`src/rtl/axi_stream_header_arbiter.sv`:
```
// Round-robin arbiter sharing one header-insert port among NUM_SRC requesters.
// Ports: per-source hdr valid/data/keep/ready in; valid/data/keep_insert out; mon_* taps; status out.
module axi_stream_header_arbiter #(
  parameter int DATA_WD      = 32,
  parameter int DATA_BYTE_WD = DATA_WD / 8,
  parameter int NUM_SRC      = 4,
  parameter int SRC_WD       = $clog2(NUM_SRC)
) (
  input  logic                            clk,
  input  logic                            rst_n,
  input  logic [NUM_SRC-1:0]              s_valid_hdr,
  input  logic [NUM_SRC*DATA_WD-1:0]      s_data_hdr,
  input  logic [NUM_SRC*DATA_BYTE_WD-1:0] s_keep_hdr,
  output logic [NUM_SRC-1:0]              s_ready_hdr,
  output logic                            valid_insert,
  output logic [DATA_WD-1:0]              data_insert,
  output logic [DATA_BYTE_WD-1:0]         keep_insert,
  input  logic                            ready_insert,
  input  logic                            mon_valid_out,
  input  logic                            mon_ready_out,
  input  logic                            mon_last_out,
  output logic [SRC_WD-1:0]               grant_id,
  output logic                            busy,
  output logic                            hdr_keep_err
);

  typedef enum logic [1:0] {
    IDLE  = 2'd0,
    HDR   = 2'd1,
    FRAME = 2'd2
  } state_t;

  state_t state_q, state_d;

  logic [SRC_WD-1:0]       rr_ptr_q, rr_ptr_d;
  logic [SRC_WD-1:0]       gid_q, gid_d;
  logic [DATA_WD-1:0]      data_q, data_d;
  logic [DATA_BYTE_WD-1:0] keep_q, keep_d;
  logic                    err_q, err_d;

  logic [SRC_WD:0]         idx;
  logic [SRC_WD-1:0]       gnt_idx;
  logic                    gnt_found;
  logic                    cap;
  logic                    last_hs;
  logic [DATA_WD-1:0]      sel_data;
  logic [DATA_BYTE_WD-1:0] sel_keep;
  logic [DATA_BYTE_WD-1:0] keep_inc;
  logic                    keep_ok;

  // First requester at or above rr_ptr, wrapping at NUM_SRC.
  always_comb begin
    gnt_found = 1'b0;
    gnt_idx   = '0;
    idx       = '0;
    for (int i = 0; i < NUM_SRC; i++) begin
      idx = {1'b0, rr_ptr_q} + (SRC_WD+1)'(i);
      if (idx >= (SRC_WD+1)'(NUM_SRC)) begin
        idx = idx - (SRC_WD+1)'(NUM_SRC);
      end
      if (!gnt_found && s_valid_hdr[idx[SRC_WD-1:0]]) begin
        gnt_found = 1'b1;
        gnt_idx   = idx[SRC_WD-1:0];
      end
    end
  end

  always_comb begin
    sel_data = '0;
    sel_keep = '0;
    for (int i = 0; i < NUM_SRC; i++) begin
      if (gnt_idx == SRC_WD'(i)) begin
        sel_data = s_data_hdr[i*DATA_WD +: DATA_WD];
        sel_keep = s_keep_hdr[i*DATA_BYTE_WD +: DATA_BYTE_WD];
      end
    end
  end

  // Legal keep is a non-empty run of ones starting at byte 0.
  assign keep_inc = sel_keep + DATA_BYTE_WD'(1);
  assign keep_ok  = (|sel_keep) && ((sel_keep & keep_inc) == '0);

  assign cap     = (state_q == IDLE) && gnt_found;
  assign last_hs = mon_valid_out && mon_ready_out && mon_last_out;

  always_ff @(posedge clk or negedge rst_n) begin
    if (!rst_n) begin
      state_q  <= IDLE;
      rr_ptr_q <= '0;
      gid_q    <= '0;
      data_q   <= '0;
      keep_q   <= '0;
      err_q    <= 1'b0;
    end else begin
      state_q  <= state_d;
      rr_ptr_q <= rr_ptr_d;
      gid_q    <= gid_d;
      data_q   <= data_d;
      keep_q   <= keep_d;
      err_q    <= err_d;
    end
  end

  always_comb begin
    state_d  = state_q;
    rr_ptr_d = rr_ptr_q;
    gid_d    = gid_q;
    data_d   = data_q;
    keep_d   = keep_q;
    err_d    = 1'b0;
    unique case (state_q)
      IDLE: begin
        if (gnt_found) begin
          state_d = HDR;
          gid_d   = gnt_idx;
          data_d  = sel_data;
          keep_d  = sel_keep;
          err_d   = !keep_ok;
        end
      end
      HDR: begin
        if (ready_insert) state_d = FRAME;
      end
      FRAME: begin
        if (last_hs) begin
          state_d  = IDLE;
          rr_ptr_d = (gid_q == SRC_WD'(NUM_SRC-1))
                   ? '0 : gid_q + SRC_WD'(1);
        end
      end
      default: state_d = IDLE;
    endcase
  end

  // Accept is gated by rst_n so nothing is granted while reset is held.
  always_comb begin
    s_ready_hdr = '0;
    for (int i = 0; i < NUM_SRC; i++) begin
      s_ready_hdr[i] = rst_n && cap && (gnt_idx == SRC_WD'(i));
    end
    valid_insert = (state_q == HDR);
    busy         = (state_q != IDLE);
    data_insert  = data_q;
    keep_insert  = keep_q;
    grant_id     = gid_q;
    hdr_keep_err = err_q;
  end

endmodule
```
`config.mk`:
```
export PLATFORM = sky130hd
export DESIGN_NAME = axi_stream_header_arbiter
export DESIGN_NICKNAME = d
export VERILOG_FILES = /design/src/rtl/axi_stream_header_arbiter.sv
export SDC_FILE = /design/constraint.sdc
export NUM_CORES = 1
export LEC_CHECK = 0
export CAP_MARGIN = 25
export CORE_MARGIN = 8
export CORE_UTILIZATION = 31
export DETAILED_ROUTE_END_ITERATION = 7
export MAX_ROUTING_LAYER = met4
export PLACE_DENSITY = 0.85
export SETUP_SLACK_MARGIN = 0.1
export SLEW_MARGIN = 20
export SYNTH_ARGS = -nofsm -noshare
export SYNTH_HDL_FRONTEND = slang
export SYNTH_SLANG_ARGS = --single-unit
export TNS_END_PERCENT = 1
```
`constraint.sdc`:
```
create_clock -name clk -period 1.9 [get_ports clk]
set_clock_uncertainty 0.15 [all_clocks]
set_input_delay 0.285 -clock clk [delete_from_list [all_inputs] [get_ports clk]]
set_output_delay 0.285 -clock clk [all_outputs]
set_load 0.03 [all_outputs]
```
**Word level (Yosys, flattened, before mapping)**

Cells that the tools add are included.

- Add/sub/neg operators: 9
- Order comparisons: 8
- Eq/ne operators: 9
- Muxes and demuxes: 35
- Bitwise gates (word level): 1
- Reductions and logical operators: 24

Operator list:

| kind | count |
|---|---|
| 32-bit two-way mux | 4 |
| 2-bit two-way mux | 12 |
| 4-bit two-way mux | 4 |
| 1-bit logical AND | 12 |
| 2-bit by 3-bit < comparator with 1-bit output (second input constant) | 4 |
| 1-bit two-way mux | 10 |
| 3-bit >= comparator (second input constant) | 3 |
| 1-bit binary-select mux with 2-bit select | 4 |
| 2-bit equality test (second input constant) | 4 |
| 2-bit by 1-bit subtractor with 2-bit output (second input constant) | 4 |
| 2-bit by 2-bit adder with 3-bit output (second input constant) | 2 |
| 2-bit one-hot mux with 3 select lines | 1 |
| 4-bit by 1-bit adder with 4-bit output (second input constant) | 1 |
| 4-bit bitwise AND | 1 |
| 2-bit by 1-bit equality test with 1-bit output (second input constant) | 2 |
| 1-bit zero test | 4 |
| 2-bit zero test | 2 |
| 4-bit zero test | 1 |
| 2-bit != test (second input constant) | 2 |
| 2-bit AND reduction | 2 |
| 4-bit OR reduction | 1 |
| 2-bit by 1-bit adder with 3-bit output (second input constant) | 1 |
| 2-bit by 3-bit >= comparator with 1-bit output (second input constant) | 1 |
| 3-bit AND reduction | 1 |
| 3 further kinds | 3 |

- Register bits after elaboration: 43
- Input port bits: 154
- Logic and storage cells: 92

**Logic depth before layout (Yosys ltp)**

Gate-level depths: netlist (run 1).

- Depth in word-level cells: 26
- Depth in mapped cells: 10

**Worst setup path after synthesis (run 1)**

Ideal clock, no wire load.

- Kind: input to output
- Start point: input port s_valid_hdr[3]
- End point: output port s_ready_hdr[0]
- Data arrival time: 1.751 ns
- Required time: 1.465 ns
- Setup slack: -0.286 ns
- Cell stages on the path: 8
- Path buffers: 3
- Cell sequence: buf_4 > and3b_1 > o21ai_1 > o211ai_2 > buf_4 > buf_2 > nand3_1 > nor2_1

- Cells in the longest elaborated chain, start to end: 15

Ends and longest elaborated chain:

| element | RTL line | RTL |
|---|---|---|
| from (decl) | 11 | `input logic [NUM_SRC-1:0] s_valid_hdr,` |
| 1-bit binary-select mux with 2-bit select | 61 | `if (!gnt_found && s_valid_hdr[idx[SRC_WD-1:0]]) begin` |
| 1-bit two-way mux (not written as such) | 61 |  |
| 1-bit two-way mux | 61 |  |
| 1-bit zero test | 61 |  |
| 1-bit logical AND | 61 |  |
| 1-bit two-way mux | 61 |  |
| 1-bit zero test | 61 |  |
| 1-bit logical AND | 61 |  |
| 1-bit two-way mux | 61 |  |
| 1-bit zero test | 61 |  |
| 1-bit logical AND | 61 |  |
| 1-bit two-way mux | 61 |  |
| 1-bit logical AND | 83 | `assign cap = (state_q == IDLE) && gnt_found;` |
| 1-bit logical AND | 139 | `s_ready_hdr[i] = rst_n && cap && (gnt_idx == SRC_WD'(i));` |
| 1-bit logical AND * | 139 |  |
| to (decl) | 14 | `output logic [NUM_SRC-1:0] s_ready_hdr,` |

Every way passes the cells marked *; elsewhere a longest branch is shown, timed or not. The select of a mux whose other input is x is not followed.

**Worst setup path after layout (run 1)**

- Start point: register rr_ptr_q[1]
- End point: output port s_ready_hdr[1]

- Cells in the longest elaborated chain, start to end: 17

Ends and longest elaborated chain:

| element | RTL line | RTL |
|---|---|---|
| from (decl) | 35 | `logic [SRC_WD-1:0] rr_ptr_q, rr_ptr_d;` |
| from (signal assigned) | 96 | `rr_ptr_q <= rr_ptr_d;` |
| parallel branches: the longest is 16 deep, another holds 2-bit by 1-bit adder with 3-bit output | - |  |
| 1-bit logical AND * | 139 |  |

Mark *: on every way between the ends. The select of a mux whose other input is x is not followed.

==> out/results.md, run 1 <==
| Result | This run |
|:---|:---|
| Max H-tree Level | 2 |
| Ports | 199 |
| Utilization of the core after routing | 62.3% |
| Violations in the final reports | setup timing |
| Status | finished with violations |
| Setup crit end kind | primary output |
| Shortest period the worst path allows | 2.17 ns |
| # diodes | 0 |
| Global-route total usage across every layer | 20.9% |
| Synthesis Warnings | 0 |
| Most area-hungry cell type in the Yosys netlist | sky130_fd_sc_hd__dfrtp_1 |
| Later-pin clock latency in the skew report | 0.29 ns |
| Largest net degree at the start of global routing | 42 |
| Share of cell area taken by muxes after synthesis | 3.94% |
| Final Cycle Share | 114% |
| Largest family of logic cells by synthesized area | simple AND/OR/NAND/NOR gates |
| Max Fclk | 0.462 GHz |
| Area of the core | 8550 um2 |
| Post-route DRC violation count | 0 |
| Worst slack on hold paths | 0.00498 ns |
| Crit path launch type | register |
| Number of nets still failing antenna checks after routing | 0 |
| Mean routed wirelength per cell | 18.7 um |
| Fraction of layout instances using a drive strength above 1 | 14.7% |
| Die width | 109 um |
| Routability cong. | 0.851 |
| Number of cells after detailed placement | 649 |
| TritonCTS Buffers | 5 |
| Number of optimization iterations in the first detailed-route pass | 4 |
| Synth Area in Simple Gates | 25.4% |
| Synth async-reset ratio | 100% |
| Netlist cell types | 28 |
| Final HPWL DP | 9710 um |
| Worst setup slack after layout | -0.265 ns |
| Filler-free cell count of the finished design | 664 |
| Leak | 2.50 nW |
| Fraction of synthesized cell area taken by the top area cell type | 40.4% |
| Adder-cell share of the synthesized area | 0.469% |
| Power density normalized to cell area | 1440 nW/um2 |
| Sequential area share after synthesis | 40.4% |
| Highest net fanout along the worst path | 5 |
| Class of the most critical hold timing path | input port to asynchronous set/reset pin |
| Worst Max-Slew Pin Slew | 0.559 ns |
| CP max-delay cell | sky130_fd_sc_hd__dfrtp_2 |
| Antenna violations before repair | 0 |
| Arrival time reported for the critical path endpoint | 1.73 ns |
| Clock buffer depth | 2 |
| Required @ worst endpoint | 1.46 ns |
| TritonCTS clock tree | done |
| Number of flops mapped to enable cells by yosys | 0 |
| First-pass GRT wire length | 19200 um |
| Setup repair after global routing missed its margin | yes |
| Prevailing post-synth register cell | sky130_fd_sc_hd__dfrtp_1 |
| Clock edge transition at the registers on the reported setup and hold paths | 0.09 ns |
| Overall power of the completed layout | 7.66 mW |
| Count of standard-cell rows | 34 |
| Largest voltage drop on the vdd net | 0.575 mV |
| Die H | 109 um |
| Final Instance Area | 5330 um2 |
| Initial core utilization | 31.2% |
| Number of failing hold endpoints at the final stage | 0 |
| Post-synthesis sequential element count | 43 |
| Total congestion overflow | 0 |
| Gate Count Post-Synth | 338 |
| DR iter-0 viols | 225 |
| Crit Path Category | register to primary output |
| Port-buffer cells | 198 |
| Total negative slack for setup checks | -5.35 ns |
| CTS root buffer | sky130_fd_sc_hd__clkbuf_8 |
| Mean instance size in the synthesized netlist | 7.89 um2 |
| Area of the mapped netlist | 2670 um2 |
| Worst relative slew slack | 62.7% |
| Synth Area in Compound Gates | 23.7% |
| Vias in the first global route | 3629 |
| List of cells traversed by the critical path | nor2_4 -> o21bai_4 -> a221o_1 -> buf_12 -> nor2_4 -> buf_12 |
| Final wirelength | 12400 um |
| Setup violations, final | 39 |
| Area growth from synthesis to layout | 99.9% |
| Max Cap Viol | 0 |
| Critical path's largest stage delay | 0.45 ns |
| Vias after detailed routing | 3392 |
| Detailed-route vias per instance | 5.11 |
| Placed standard-cell area | 5020 um2 |
| Die area | 11800 um2 |
| Syn_nets | 493 |
| Total number of nets in the final design | 710 |
| Post-synthesis share of cell area spent on xor and xnor gates | 0% |
| Top post-synthesis cells by area | sky130_fd_sc_hd__dfrtp_1 40%, sky130_fd_sc_hd__nand2_1 15%, sky130_fd_sc_hd__o221ai_1 11% |
| Number of pins with negative max-slew slack in the final report | 0 |
| Pre-CTS WS | -0.487 ns |
| Clock sinks | 43 |
[Yosys cell counts (2+ instances only)]
cell type,instances
sky130_fd_sc_hd__a21o_1,3
sky130_fd_sc_hd__a21oi_1,6
sky130_fd_sc_hd__buf_2,8
sky130_fd_sc_hd__buf_4,3
sky130_fd_sc_hd__buf_6,3
sky130_fd_sc_hd__clkbuf_1,14
sky130_fd_sc_hd__dfrtp_1,43
sky130_fd_sc_hd__inv_1,3
sky130_fd_sc_hd__mux2i_1,9
sky130_fd_sc_hd__nand2_1,110
sky130_fd_sc_hd__nand2b_1,3
sky130_fd_sc_hd__nand3_1,34
sky130_fd_sc_hd__nor2_1,11
sky130_fd_sc_hd__nor2b_1,2
sky130_fd_sc_hd__o21ai_0,6
sky130_fd_sc_hd__o21ai_1,35
sky130_fd_sc_hd__o221ai_1,34
[metal layers]
layer	track usage, %	share of wire (%)	up-vias
li1	-	-	1637
met1	23.7	40	1606
met2	36.8	52	143
met3	4.67	7.3	6
met4	4.50	0.80	0
met5	-	0	-
[kinds of logic (layout without fill, tap and decap cells)]
family / Yosys count / after routing
fa+ha+maj: 1 / 1
buf+inv: 32 / 250
mux: 10 / 10
flops: 43 / 43
compound gates: 89 / 89
simple gates: 163 / 163
[registers in the layout, summed over array words and instances, names as in the netlist]
name	cells
hdr_keep_err	1
state_q	2
rr_ptr_q	2
keep_insert	4
data_insert	32
grant_id	2
[timing repair]
item,CTS,global route
hold endpoints to repair,2,0
buffers inserted,5,1
pin swaps,8,3
hold buffers,1,0
resized for setup,34,37
setup endpoints to repair,54,67
[critical path, delay by kind of cell (launching register included)]
family / cells / cell delay (ns)
and+or+nand+nor: 2 / 0.15
buffers and inverters: 2 / 0.28
DFF: 1 / 0.45
AOI/OAI and AO/OA: 2 / 0.55
[layout make-up]
class                           instances  area (um2)
Fill cell                             732        3220
Timing Repair Buffer                  238        2430
Multi-Input combinational cell        263        1570
Sequential cell                        43        1080
Tap cell                              108         135
Clock buffer                            7        96.3
Inverter                                4        17.5
Clock inverter                          1        7.51
[power breakdown]
group          switching (mW)  internal, mW
clock                   0.344         0.332
sequential              0.272          1.39
combinational            3.00          2.32
[cell usage in the layout, fill, tap and decap left out, drive strengths merged]
cell type      instances
mux2                   1
ha                     1
o41ai                  1
clkdlybuf4s50        155
or2                    1
dlygate4sd2           12
nand3                 34
nand2                110
nor2                  12
o21bai                 1
o21ai                 41
buf                   44
clkbuf                 8
dlygate4sd3            1
a221oi                 1
inv                    4
clkdlybuf4s15          1
dlymetal6s2s          24
dfrtp                 43
nand2b                 3
a21o                   3
o211ai                 1
a221o                  1
clkinvlp               1
a21oi                  6
and3b                  1
o221ai                34
nor2b                  2
mux2i                  9
[worst paths after layout]
path,start,depth (start not counted),slack [ns],to
max in group asynchronous,rst_n,2,1.20,rr_ptr_q[1]
min in group clk,keep_insert[3],2,0.34,keep_insert[3]
worst max register to register,rr_ptr_q[1],10,-0.21,data_insert[31]
worst max-delay path,rr_ptr_q[1],6,-0.27,s_ready_hdr[1]
worst min-delay path,rst_n,2,0.005,data_insert[31]
worst min register to register,keep_insert[3],2,0.34,keep_insert[3]
(Power assumes the default switching activity.)
==> run 2: changes to the inputs <==
--- a/config.mk
+++ b/config.mk
@@ -6,11 +6,11 @@
 export NUM_CORES = 1
 export LEC_CHECK = 0
 export CAP_MARGIN = 25
-export CORE_MARGIN = 8
-export CORE_UTILIZATION = 31
+export CORE_MARGIN = 3
+export CORE_UTILIZATION = 35
 export DETAILED_ROUTE_END_ITERATION = 7
 export MAX_ROUTING_LAYER = met4
-export PLACE_DENSITY = 0.85
+export PLACE_DENSITY = 0.9
 export SETUP_SLACK_MARGIN = 0.1
 export SLEW_MARGIN = 20
 export SYNTH_ARGS = -nofsm -noshare
==> constraint.sdc (replaced) <==
create_clock -name clk -period 2.1 [get_ports clk]
set_clock_uncertainty 0.15 [all_clocks]
set_input_delay 0.315 -clock clk [delete_from_list [all_inputs] [get_ports clk]]
set_output_delay 0.315 -clock clk [all_outputs]
set_load 0.03 [all_outputs]
==> run 2 against run 1 <==
Against the previous run: the run still ends with setup timing left; clock power fell by 22%; utilization grew 9.5 points; combinational power shrank 9.2%; design area is 1.2% lower; routed wire length decreased by 13%; non-clock buffer count shrank 3; die area decreased by 26%.
==> out/results.md, run 2 (synthesis gave the netlist of run 1 again) <==
| Result | This run | Delta |
|:---|:---|:---|
| Arrival time reported for the critical path endpoint | 1.71 ns | -0.02 ns |
| Die width | 93.3 um | -14% |
| Max Fclk | 0.460 GHz |  |
| Port-buffer cells | 198 | unchanged |
| Fraction of layout instances using a drive strength above 1 | 13.7% | -1.0 points |
| Crit path launch type | register |  |
| Power density normalized to cell area | 1310 nW/um2 | -9.1% |
| Leak | 2.21 nW | -11% |
| Total congestion overflow | 0 | unchanged |
| Number of optimization iterations in the first detailed-route pass | 4 | unchanged |
| Critical path's largest stage delay | 0.46 ns | about the same |
| DR iter-0 viols | 105 | -53% |
| TritonCTS Buffers | 5 | unchanged |
| Vias in the first global route | 3605 | -0.66% |
| Critical path origin | rr_ptr_q[1] |  |
| Area of the core | 7330 um2 | -14% |
| Max H-tree Level | 2 | unchanged |
| Worst Max-Slew Pin Slew | 0.409 ns | -0.150 ns |
| Largest register FFs | 32 | unchanged |
| Final Cycle Share | 104% |  |
| Crit Path Category | register to primary output |  |
| Final HPWL DP | 8380 um | -14% |
| Overall power of the completed layout | 6.88 mW | -10% |
| Number of nets still failing antenna checks after routing | 0 | unchanged |
| Setup repair after global routing missed its margin | yes |  |
| Count of standard-cell rows | 31 | -8.8% |
| First-pass GRT wire length | 17100 um | -11% |
| Routability cong. | 0.882 | +3.7% |
| Violations in the final reports | setup timing |  |
| Setup violations, final | 5 | -87% |
| Total number of nets in the final design | 707 | -0.42% |
| Required @ worst endpoint | 1.63 ns | +0.17 ns |
| Highest net fanout along the worst path | 5 | unchanged |
| Die H | 93.3 um | -14% |
| Cell mode on critical path | sky130_fd_sc_hd__nor2_4 |  |
| Proportion of power drawn by flip-flops and latches | 22.2% | +0.4 points |
| Global Route met1 Usage | 27.7% | +4.0 points |
| Clock sinks | 43 | unchanged |
| Number of failing hold endpoints at the final stage | 0 | unchanged |
| Worst relative slew slack | 72.7% | +10 points |
| Crit path capture | s_ready_hdr[1] |  |
| Vias after detailed routing | 3419 | +0.80% |
| # diodes | 0 | unchanged |
| Detailed-route vias per instance | 5.24 | +2.7% |
| Met2 Use GR | 46.8% | +9.9 points |
| Status | finished with violations |  |
| Number of pins with negative max-slew slack in the final report | 0 | unchanged |
| Combinational fraction of design power | 70.2% | +0.8 points |
| Setup slack of the worst register-to-register path | -0.01 ns | +0.20 ns |
| Utilization of the core after routing | 71.8% | +9.5 points |
| CP max-delay cell | sky130_fd_sc_hd__dfrtp_2 |  |
| Ports | 199 | unchanged |
| Initial core utilization | 36.4% | +5.2 points |
| Cell Int Power | 3.67 mW | -9.3% |
| Worst setup slack after layout | -0.0756 ns | +0.190 ns |
| Post-route DRC violation count | 0 | unchanged |
| Setup crit end kind | primary output |  |
| Largest voltage drop on the vdd net | 0.617 mV | +7.2% |
| Clock buffer depth | 2 | unchanged |
| List of cells traversed by the critical path | nor2_4 -> o21bai_4 -> a221o_1 -> buf_6 -> nor2_4 -> buf_12 |  |
| Shortest period the worst path allows | 2.18 ns |  |
| Area growth from synthesis to layout | 97.5% |  |
| Top library cells by usage in the layout, fill and taps aside | 189 x sky130_fd_sc_hd__clkdlybuf4s50_1, 109 x sky130_fd_sc_hd__nand2_1, 41 x sky130_fd_sc_hd__dfrtp_1 |  |
| Class of the most critical hold timing path | register to register |  |
| Logic depth of the worst register-to-register path | 10 | unchanged |
| Worst slack on hold paths | 0.337 ns | +0.333 ns |
| Antenna violations before repair | 0 | unchanged |
| Reg-to-reg critical path startpoint | rr_ptr_q[1] |  |
| Busiest layer in global routing | met2 |  |
| Met3 demand-to-capacity share in global routing | 4.91% | +0.24 points |
| Clock edge transition at the registers on the reported setup and hold paths | 0.09 ns | about the same |
| Pre-CTS WS | -0.338 ns | +0.149 ns |
| CTS root buffer | sky130_fd_sc_hd__clkbuf_8 |  |
| Commonest non-fill, non-tap cell in the layout | sky130_fd_sc_hd__clkdlybuf4s50_1 |  |
| Largest net degree at the start of global routing | 47 | +12% |
| Later-pin clock latency in the skew report | 0.29 ns | about the same |
| Filler-free cell count of the finished design | 652 | -1.8% |
| Max Cap Viol | 0 | unchanged |
| NetSw | 3.21 mW | -11% |
| Final wirelength | 10800 um | -13% |
| Reg-to-Reg End | data_insert[1] |  |
| Net Sw Frac | 46.7% | -0.50 points |
| Fraction of power consumed by the clock network | 7.7% | -1.1 points |
| TritonCTS clock tree | done |  |
| Global-route total usage across every layer | 25.3% | +4.4 points |
| Mean routed wirelength per cell | 16.6 um | -12% |
| Die area | 8700 um2 | -26% |
| Number of cells after detailed placement | 634 | -2.3% |
==> run 2: changes by cell type in the layout (fill, tap and decap cells not counted), sizes merged <==
| cell | previous run | this run |
|---|---|---|
| dlygate4sd2 | 12 | 4 |
| buf | 44 | 41 |
| clkinv | 0 | 1 |
| clkdlybuf4s50 | 155 | 189 |
| dlymetal6s2s | 24 | 0 |
| clkbuf | 8 | 6 |
| clkdlybuf4s15 | 1 | 0 |
==> run 2: through the flow <==
| stage | setup TNS [ns] | instance area (um2) |
|---|---|---|
| floorplan | 0 | 2700 |
| global placement | -7.54 | 5000 |
| detailed placement | -11.70 | 5000 |
| CTS | -0.197 | 5220 |
| global route | -1.47 | 5270 |
| finish | -0.198 | 5270 |
==> run 2: final cells by class <==
cell class	instances	area, um2
timing repair buffer	235	2400
fill	549	2060
multi-input combinational	263	1560
sequential	43	1080
tap	99	124
clock buffer	6	72.6
inverter	4	17.5
clock inverter	2	12.5
==> run 2: worst min path at each step <==
stage	cells past startpoint	endpoint	from	slack (ns)
floorplan	0	data_insert[0]	rst_n	-0.13
global placement	2	hdr_keep_err	rst_n	0.20
detailed placement	2	hdr_keep_err	rst_n	0.21
CTS	2	data_insert[8]	data_insert[8]	0.34
global route	2	data_insert[8]	data_insert[8]	0.37
finish	2	data_insert[8]	data_insert[8]	0.34
==> run 2: power groups by stage <==
| stage | registers (mW) | clock network [mW] | logic, mW |
|---|---|---|---|
| CTS | 1.53 | 0.541 | 4.78 |
| global placement | 1.51 | 0 | 4.49 |
| finish | 1.53 | 0.527 | 4.83 |
| floorplan | 2.23 | 0 | 1.92 |
| detailed placement | 1.54 | 0 | 4.61 |
| global route | 1.59 | 0.578 | 5.19 |
==> run 2: timing repair <==
action,in CTS,in global routing
gates resized for setup,24,10
endpoints found under the setup margin,41,40
hold endpoints to repair,43,0
setup buffers,7,2
hold buffers,1,0
cloned,0,0
pin swaps,8,8
==> run 2: critical path, delay by kind of cell (launching register included) <==
kind                   cells  cell delay, ns
buffers and inverters      2            0.26
flip-flops                 1            0.46
AO/OA/AOI/OAI              2            0.52
AND/OR/NAND/NOR            2            0.16
==> run 2: per-layer routing <==
metal	routed length (um)	vias up
li1	-	1629
met1	4020	1611
met2	5910	160
met3	701	19
met4	181	0
met5	0	-
==> run 3: changes to the inputs <==
--- a/config.mk
+++ b/config.mk
@@ -7,10 +7,10 @@
 export LEC_CHECK = 0
 export CAP_MARGIN = 25
 export CORE_MARGIN = 3
-export CORE_UTILIZATION = 35
+export CORE_UTILIZATION = 31
 export DETAILED_ROUTE_END_ITERATION = 7
 export MAX_ROUTING_LAYER = met4
-export PLACE_DENSITY = 0.9
+export PLACE_DENSITY = 0.85
 export SETUP_SLACK_MARGIN = 0.1
 export SLEW_MARGIN = 20
 export SYNTH_ARGS = -nofsm -noshare
==> constraint.sdc (replaced) <==
create_clock -name clk -period 1.9 [get_ports clk]
set_clock_uncertainty 0.15 [all_clocks]
set_input_delay 0.285 -clock clk [delete_from_list [all_inputs] [get_ports clk]]
set_output_delay 0.285 -clock clk [all_outputs]
set_load 0.03 [all_outputs]
==> run 3 against run 2 <==
Against the previous run: the run still ends with setup timing left; combinational power increased by 13%; cell count increased by 2.3%; first-iteration DRC count increased by 18%; utilization decreased by 7.2 points; largest power group unchanged; highest routed layer unchanged.
==> out/results.md, run 3 (synthesis gave the netlist of run 1 again) <==
| Result | This run | Delta |
|:---|:---|:---|
| Mean routed wirelength per cell | 17.0 um | +2.4% |
| Net Sw Frac | 45.7% | -0.92 points |
| Area of the core | 8300 um2 | +13% |
| Arrival time reported for the critical path endpoint | 1.74 ns | +0.03 ns |
| Final-layout fill cell count | 707 | +29% |
| Fraction of power consumed by the clock network | 9.0% | +1.3 points |
| Top library cells by usage in the layout, fill and taps aside | 163 x sky130_fd_sc_hd__clkdlybuf4s50_1, 110 x sky130_fd_sc_hd__nand2_1, 41 x sky130_fd_sc_hd__dfrtp_1 |  |
| Highest net fanout along the worst path | 5 | unchanged |
| Area growth from synthesis to layout | 101% |  |
| Die width | 98.7 um | +5.9% |
| Combinational fraction of design power | 69.7% | -0.5 points |
| Worst setup slack after layout | -0.276 ns | -0.201 ns |
| Final wirelength | 11300 um | +4.7% |
| Later-pin clock latency in the skew report | 0.29 ns | about the same |
| Global Route met1 Usage | 26.9% | -0.80 points |
| Worst relative slew slack | 70.0% | -2.7 points |
| Worst slack on hold paths | 0.316 ns | -0.0216 ns |
| DR iter-0 viols | 124 | +18% |
| Clock buffer depth | 2 | unchanged |
| Number of pins with negative max-slew slack in the final report | 0 | unchanged |
| Max H-tree Level | 2 | unchanged |
| Number of failing hold endpoints at the final stage | 0 | unchanged |
| Proportion of power drawn by flip-flops and latches | 21.3% | -0.9 points |
| Port-buffer cells | 198 | unchanged |
| Leak | 2.48 nW | +12% |
| Violations in the final reports | setup timing |  |
| Required @ worst endpoint | 1.46 ns | -0.17 ns |
| Vias after detailed routing | 3412 | -0.20% |
| List of cells traversed by the critical path | inv_2 -> nor2_2 -> a221o_1 -> buf_12 -> nor2_4 -> buf_12 |  |
| Count of standard-cell rows | 33 | +6.5% |
| Status | finished with violations |  |
| Setup repair after global routing missed its margin | yes |  |
| Setup violations, final | 40 | +35 |
| Class of the most critical hold timing path | input port to asynchronous set/reset pin |  |
| Largest net degree at the start of global routing | 39 | -17% |
| Routability cong. | 0.900 | +2.0% |
| Largest voltage drop on the vdd net | 0.695 mV | +13% |
| CP max-delay cell | sky130_fd_sc_hd__dfrtp_2 |  |
| Initial core utilization | 32.1% | -4.2 points |
| Cell mode on critical path | sky130_fd_sc_hd__buf_12 |  |
| Total congestion overflow | 0 | unchanged |
| Worst Max-Slew Pin Slew | 0.450 ns | +0.0408 ns |
| Met2 Use GR | 41.1% | -5.6 points |
| Crit path launch type | register |  |
| Largest register FFs | 32 | unchanged |
| Total negative slack for setup checks | -6.42 ns | -6.22 ns |
| Met3 demand-to-capacity share in global routing | 3.96% | -0.94 points |
| Number of optimization iterations in the first detailed-route pass | 4 | unchanged |
| Critical path's largest stage delay | 0.45 ns | about the same |
| Fraction of layout instances using a drive strength above 1 | 14.9% | +1.2 points |
| Detailed-route vias per instance | 5.12 | -2.4% |
| Final HPWL DP | 8700 um | +3.8% |
| TritonCTS Buffers | 5 | unchanged |
| Reg-to-reg critical path startpoint | rr_ptr_q[0] |  |
| Number of nets still failing antenna checks after routing | 0 | unchanged |
| Max Cap Viol | 0 | unchanged |
| Die H | 98.7 um | +5.9% |
| Final Cycle Share | 115% |  |
| Clock edge transition at the registers on the reported setup and hold paths | 0.08 ns | about the same |
| Shortest period the worst path allows | 2.18 ns |  |
| Setup crit end kind | primary output |  |
| Commonest non-fill, non-tap cell in the layout | sky130_fd_sc_hd__clkdlybuf4s50_1 |  |
| Crit Path Category | register to primary output |  |
| Clock sinks | 43 | unchanged |
| Total number of nets in the final design | 717 | +1.4% |
| Critical path origin | rr_ptr_q[1] |  |
| Cell Int Power | 4.24 mW | +15% |
| Ports | 199 | unchanged |
| CTS root buffer | sky130_fd_sc_hd__clkbuf_8 |  |
| Antenna violations before repair | 0 | unchanged |
| Power density normalized to cell area | 1450 nW/um2 | +11% |
| Max Fclk | 0.459 GHz |  |
| Busiest layer in global routing | met2 |  |
| Die area | 9750 um2 | +12% |
| First-pass GRT wire length | 17700 um | +3.4% |
| NetSw | 3.57 mW | +11% |
| Post-route DRC violation count | 0 | unchanged |
| TritonCTS clock tree | done |  |
| Global-route total usage across every layer | 23.3% | -2.1 points |
| # diodes | 0 | unchanged |
| Vias in the first global route | 3629 | +0.67% |
run 3: changes by cell type in the layout (fill, tap and decap cells not counted), moves of 3 or more:
cell                              delta
sky130_fd_sc_hd__buf_4              +10
sky130_fd_sc_hd__dlymetal6s2s_1     +19
sky130_fd_sc_hd__nor2_2              +6
sky130_fd_sc_hd__dlygate4sd2_1       +4
sky130_fd_sc_hd__nor2_4              -5
sky130_fd_sc_hd__o21ai_1             +3
sky130_fd_sc_hd__o21ai_2             -3
sky130_fd_sc_hd__clkdlybuf4s50_1    -26
run 3: layer usage:
| metal | vias to the layer above | share of wire, % |
|---|---|---|
| li1 | 1647 | - |
| met1 | 1587 | 40 |
| met2 | 156 | 52 |
| met3 | 22 | 6.1 |
| met4 | 0 | 2.1 |
| met5 | - | 0 |
run 3: cell type report:
class	instances	area, um2	share of cell area (%)
clock buffers	6	72.6	1.35
clock inverters	1	30.0	0.559
inverters	4	15.0	0.280
multi-input cells	263	1550	29.0
flip-flops and latches	43	1080	20.1
well taps	105	131	2.45
repair buffers	245	2490	46.3
run 3: final timing paths:
kind / endpoint / slack, ns / cells past startpoint
max: s_ready_hdr[1] / -0.28 / 6
min: keep_insert[1] / 0.32 / 2
max reg2reg: data_insert[1] / -0.25 / 10
min reg2reg: data_insert[9] / 0.34 / 2
max in group asynchronous: rr_ptr_q[0] / 0.80 / 3
min in group clk: data_insert[9] / 0.34 / 2
run 3: stage by stage:
step / area (um2) / cells / setup WS (ns) / power, mW / util, %
floorplan: 2720 / 338 / -0.0407 / 4.62 / -
global placement: 5010 / 644 / -0.535 / 6.73 / 60.4
detailed placement: 5010 / 644 / -0.603 / 6.86 / 60.4
CTS: 5270 / 667 / -0.287 / 7.80 / 63.5
global route: 5370 / 667 / -0.346 / 8.33 / 64.7
finish: 5370 / 667 / -0.276 / 7.80 / 64.7
run 3: what timing repair did:
action / CTS / global route
hold buffers: 2 / 0
resized for setup: 23 / 39
hold endpoints to repair: 18 / 0
setup buffers: 14 / 1
pin swaps: 6 / 4
setup endpoints to repair: 50 / 64
run 3: critical path: cells and delay by family, from the launching register on:
kind / cells / cell delay, ns
buffers and inverters: 3 / 0.42
AND/OR/NAND/NOR: 2 / 0.18
flip-flops: 1 / 0.45
AO/OA/AOI/OAI: 1 / 0.40
run 3: power groups by stage:
stage,logic (mW),registers [mW],clock network [mW]
after global routing,5.84,1.73,0.765
after detailed placement,5.18,1.68,0
after floorplan,2.15,2.47,0
final,5.44,1.66,0.706
after CTS,5.42,1.66,0.721
after global placement,5.07,1.67,0
